===== src/rtl/shift_deserializer_pkg.sv =====
// Shared types and constants for the serial-to-parallel deserializer.
package shift_deserializer_pkg;

  typedef enum logic [1:0] {
    ST_IDLE    = 2'd0,
    ST_COLLECT = 2'd1,
    ST_STALL   = 2'd2
  } state_e;

  localparam logic DIR_MSB_FIRST = 1'b0;
  localparam logic DIR_LSB_FIRST = 1'b1;

endpackage


===== src/rtl/shift_deserializer_word_hold.sv =====
// Output holding register: captures a finished word and tracks whether it is still unconsumed.
module word_hold_reg #(
  parameter int unsigned N = 4
) (
  input  logic         clk,
  input  logic         clr,
  input  logic         load,
  input  logic         take,
  input  logic [N-1:0] data_in,
  output logic [N-1:0] data,
  output logic         valid
);

  logic [N-1:0] data_q, data_d;
  logic         valid_q, valid_d;

  // A load wins over a take on the same edge so back-to-back words never bubble.
  always_comb begin
    data_d  = data_q;
    valid_d = valid_q;
    if (load) begin
      data_d  = data_in;
      valid_d = 1'b1;
    end else if (take && valid_q) begin
      valid_d = 1'b0;
    end
  end

  always_ff @(posedge clk or posedge clr) begin
    if (clr) begin
      data_q  <= '0;
      valid_q <= 1'b0;
    end else begin
      data_q  <= data_d;
      valid_q <= valid_d;
    end
  end

  assign data  = data_q;
  assign valid = valid_q;

endmodule


===== src/rtl/shift_deserializer.sv =====
// Serial-in, parallel-out deserializer with per-word bit order and a ready/valid output word.
module shift_deserializer
  import shift_deserializer_pkg::*;
#(
  parameter int unsigned N = 4
) (
  input  logic         clk,
  input  logic         clr,
  input  logic         sin,
  input  logic         sin_valid,
  output logic         sin_ready,
  input  logic         dir,
  output logic [N-1:0] out,
  output logic         out_valid,
  input  logic         out_ready,
  output logic         busy
);

  localparam int unsigned CW = $clog2(N + 1);

  state_e        state_q, state_d;
  logic [CW-1:0] count_q, count_d;
  logic [N-1:0]  sreg_q, sreg_d;
  logic          dir_q, dir_d;

  logic          accept;
  logic          first_bit;
  logic          last_bit;
  logic          dir_eff;
  logic [N-1:0]  shifted;
  logic          hold_load;
  logic [N-1:0]  hold_data;
  logic          take;

  assign accept    = sin_valid && sin_ready;
  assign first_bit = (count_q == '0);
  assign last_bit  = (count_q == CW'(N - 1));
  assign take      = out_valid && out_ready;
  // The first bit of a word uses the live dir; later bits use the latched one.
  assign dir_eff   = first_bit ? dir : dir_q;
  assign shifted   = (dir_eff == DIR_LSB_FIRST) ? {sin, sreg_q[N-1:1]}
                                                : {sreg_q[N-2:0], sin};

  always_comb begin
    dir_d     = dir_q;
    sreg_d    = sreg_q;
    count_d   = count_q;
    hold_load = 1'b0;
    hold_data = shifted;
    if (accept) begin
      if (first_bit) dir_d = dir;
      sreg_d  = shifted;
      count_d = count_q + CW'(1);
      if (last_bit && (!out_valid || out_ready)) begin
        hold_load = 1'b1;
        count_d   = '0;
      end
    end else if ((state_q == ST_STALL) && take) begin
      hold_load = 1'b1;
      hold_data = sreg_q;
      count_d   = '0;
    end
  end

  always_ff @(posedge clk or posedge clr) begin
    if (clr) begin
      state_q <= ST_IDLE;
      count_q <= '0;
      sreg_q  <= '0;
      dir_q   <= DIR_MSB_FIRST;
    end else begin
      state_q <= state_d;
      count_q <= count_d;
      sreg_q  <= sreg_d;
      dir_q   <= dir_d;
    end
  end

  always_comb begin
    state_d = state_q;
    unique case (state_q)
      ST_IDLE:    if (accept) state_d = ST_COLLECT;
      ST_COLLECT: if (accept && last_bit) state_d = hold_load ? ST_IDLE : ST_STALL;
      ST_STALL:   if (take) state_d = ST_IDLE;
      default:    state_d = ST_IDLE;
    endcase
  end

  always_comb begin
    sin_ready = (state_q != ST_STALL);
    busy      = (count_q != '0);
  end

  word_hold_reg #(.N(N)) u_hold (
    .clk     (clk),
    .clr     (clr),
    .load    (hold_load),
    .take    (out_ready),
    .data_in (hold_data),
    .data    (out),
    .valid   (out_valid)
  );

endmodule


===== config.mk =====
export PLATFORM = sky130hd
export DESIGN_NAME = shift_deserializer
export DESIGN_NICKNAME = d
export VERILOG_FILES = /design/src/rtl/shift_deserializer_pkg.sv /design/src/rtl/shift_deserializer_word_hold.sv /design/src/rtl/shift_deserializer.sv
export SDC_FILE = /design/constraint.sdc
export NUM_CORES = 1
export LEC_CHECK = 0
export CAP_MARGIN = 5
export CORE_AREA = 10 10 55 57
export CTS_BUF_LIST = sky130_fd_sc_hd__clkbuf_4
export CTS_CLUSTER_DIAMETER = 80
export DETAILED_ROUTE_END_ITERATION = 7
export DIE_AREA = 0 0 65 67
export GPL_TIMING_DRIVEN = 1
export PLACE_DENSITY = 0.59
export SLEW_MARGIN = 5
export SYNTH_ARGS = -nofsm -noshare
export SYNTH_HDL_FRONTEND = slang
export SYNTH_SLANG_ARGS = --single-unit

===== constraint.sdc =====
create_clock -name clk -period 2.02 [get_ports clk]
set_clock_uncertainty 0.2 [all_clocks]
set_input_delay 0.202 -clock clk [delete_from_list [all_inputs] [get_ports clk]]
set_output_delay 0.202 -clock clk [all_outputs]
set_load 0.05 [all_outputs]

==> flow_summary.toml <==
[global_routing]
grt_usage = 0.0738
grt_overflow = 0
grt_pass1_vias = 560
grtUsageMet2 = 0.115
use_met3 = 0.0385
gr-max-usage-layer = "met2"
grt_util_met1 = 0.0800
grt_max_degree = 16
grt_pass1_wl_um = 2500
antenna_found_initial = 0

[synth]
syn-num-nets = 84
syn_area_um2 = 788
synth_edf_count = 0
yosysWarnings = 0
ys_types = 26
ys_seq_area_frac = 0.476
synth_cells = 76
avgSynthCellArea_um2 = 10.4
ys_async_sr_fraction = 1.00
synth-seq-cells = 15
ys.flop_type = "dfrtp_1"

[detailed_routing]
vias = 570
wirelength_um = 1500
ant_nets = 0
drtIter0Drc = 5
drc = 0
avgViaCountPerCell = 4.83
drt_first_pass_iters = 4
wl_per_cell_um = 12.7

[die]
initial_core_util = 0.406
ios = 13
fp.dieW_um = 65
placementRows = 16
die_h_um = 67
coreArea_mm2 = 0.00194
die-area_mm2 = 0.00436

[clocking]
cts.sink_count = 15
hold_buffers = 0
numCtsBuffers = 3
clkTransAtPathRegs_ns = 0.10
clockRootBuffer = "clkbuf_4"
cts_tree = "yes"
cts_max_path_buffers = 2
h-tree-depth = 1
clk_latency_ns = 0.29

[setup_path]
critPathArrivalTime_ns = 1.53
rrSetupSlack_ns = 0.09
rr_startpoint = "count_q[0]"
worst_r2r_endpoint = "u_hold.data[1]"
critPathSlowestCell = "clkdlybuf4s50_1"
critPathTopFamily = "buffers and inverters"
worstPathRequired_ns = 1.62
crit_path_end_kind = "primary output"
critical_path_peak_fanout = 5
start_kind = "register"
crit_chain = "clkdlybuf4s50_1"
r2r_cells = 6
slowest_delay_ns = 0.83
worstPathBufferInverterCount = 1
criticalPathCategory = "register to primary output"

[placed_design]
globalplace.congestion = 0.729
dp_hpwl_um = 1150
port_buffers = 12

[min_path]
min_path_type = "input port to async pin"

[timing]
tightestPinTransition_ns = 0.567
maxSlewHeadroom = 0.621
rsz0062_at_grt = "no"
slew_viol_final = 0
fmax_mhz = 518
hold_viol_final = 0
finalSetupTns_ns = 0
fin_crit_ns = 1.93
period_share = 0.956
hold_ws_ns = 0.0568
setup_viol = 0

[power_and_ir_drop]
total_power_mw = 1.47
power_density_mw_per_mm2 = 1510
vdd_drop_max_mv = 0.899
power.leakage_nw = 0.428

[final_layout]
drive_above_1_share = 0.209
final_cell_mix = "15 x dfrtp_1, 12 x nand2_1, 10 x clkdlybuf4s50_1, 6 x nor2_1, 5 x a21oi_1"
diodes = 0
final_nets = 100
final_common_cell = "dfrtp_1"
area_growth_pct = 24.1

[flow_run]
cap_violations = 0

[outcome]
outcome = "finished, final reports clean"
-- synthesized netlist by cell type, types with 2 or more instances --
cell | count | area share
nand3_1 | 4 | 0.025
inv_1 | 4 | 0.019
ha_1 | 2 | 0.032
buf_6 | 3 | 0.043
nand2_1 | 12 | 0.057
mux2i_1 | 5 | 0.063
nor2_1 | 6 | 0.029
dfrtp_1 | 15 | 0.48
o211ai_1 | 4 | 0.038
a21oi_1 | 5 | 0.032
-- cell type report --
cell class	instances	area, um^2
sequential	15	375
timing repair buffer	14	143
inverter	4	15.0
fill	192	963
tap	27	33.8
clock inverter	1	5.00
clock buffer	3	22.5
multi-input combinational	54	384
-- logic make-up after synthesis --
group | Yosys count | synth area share
AND/OR/NAND/NOR | 30 | 0.190
AO/OA/AOI/OAI | 15 | 0.133
flip-flops | 15 | 0.476
buffers and inverters | 7 | 0.0619
multiplexers | 7 | 0.106
adder cells (fa/ha/maj) | 2 | 0.0317
-- worst max path at each step --
stage	from	endpoint	slack [ns]	depth (start not counted)
6_report	u_hold.valid	out_valid	0.09	1
5_1_grt	u_hold.valid	out_valid	0.008	1
3_5_place_dp	count_q[0]	u_hold.data[1]	0.07	6
3_3_place_gp	count_q[0]	u_hold.data[1]	0.08	6
4_1_cts	count_q[0]	u_hold.data[1]	0.06	6
2_1_floorplan	count_q[0]	u_hold.data[1]	0.23	6
-- timing repair --
item                                    CTS  global route
endpoints found under the setup margin    0             8
setup buffers                             0             0
resized for setup                         0             5
-- metrics by stage --
stage,cells,area (um^2),utilization,setup WS (ns)
CTS,118,958,0.494,0.0568
floorplan,76,788,-,0.226
global placement,114,931,0.479,0.0777
detailed placement,114,931,0.479,0.0683
global route,118,978,0.504,0.00847
finish,118,978,0.504,0.0893
-- layer usage --
layer / vias up / routed length (um)
met5: - / 0
met2: 8 / 666
met3: 4 / 72
li1: 294 / -
met4: 0 / 22
met1: 264 / 744
-- flip-flops by register name, summed over array words and instances (netlist names) --
name          count
u_hold.valid      1
sreg_q            4
u_hold.data       4
state_q           2
dir_q             1
count_q           3
-- where the power goes --
part           leakage (nW)  switching, mW  internal, mW  total, mW
Clock                0.0177         0.0996        0.0736      0.173
Sequential            0.177          0.119         0.426      0.544
Combinational         0.233          0.413         0.342      0.756
-- worst reg2reg max path, stage by stage (launching register included) --
cell and delay (ns):
dfrtp_1 0.41, inv_1 0.08, ha_1 0.14, nor2b_4 0.18, mux2i_4 0.36, mux2i_2 0.31
o211ai_1 0.13
No activity file was read; power rests on OpenSTA's default activity.
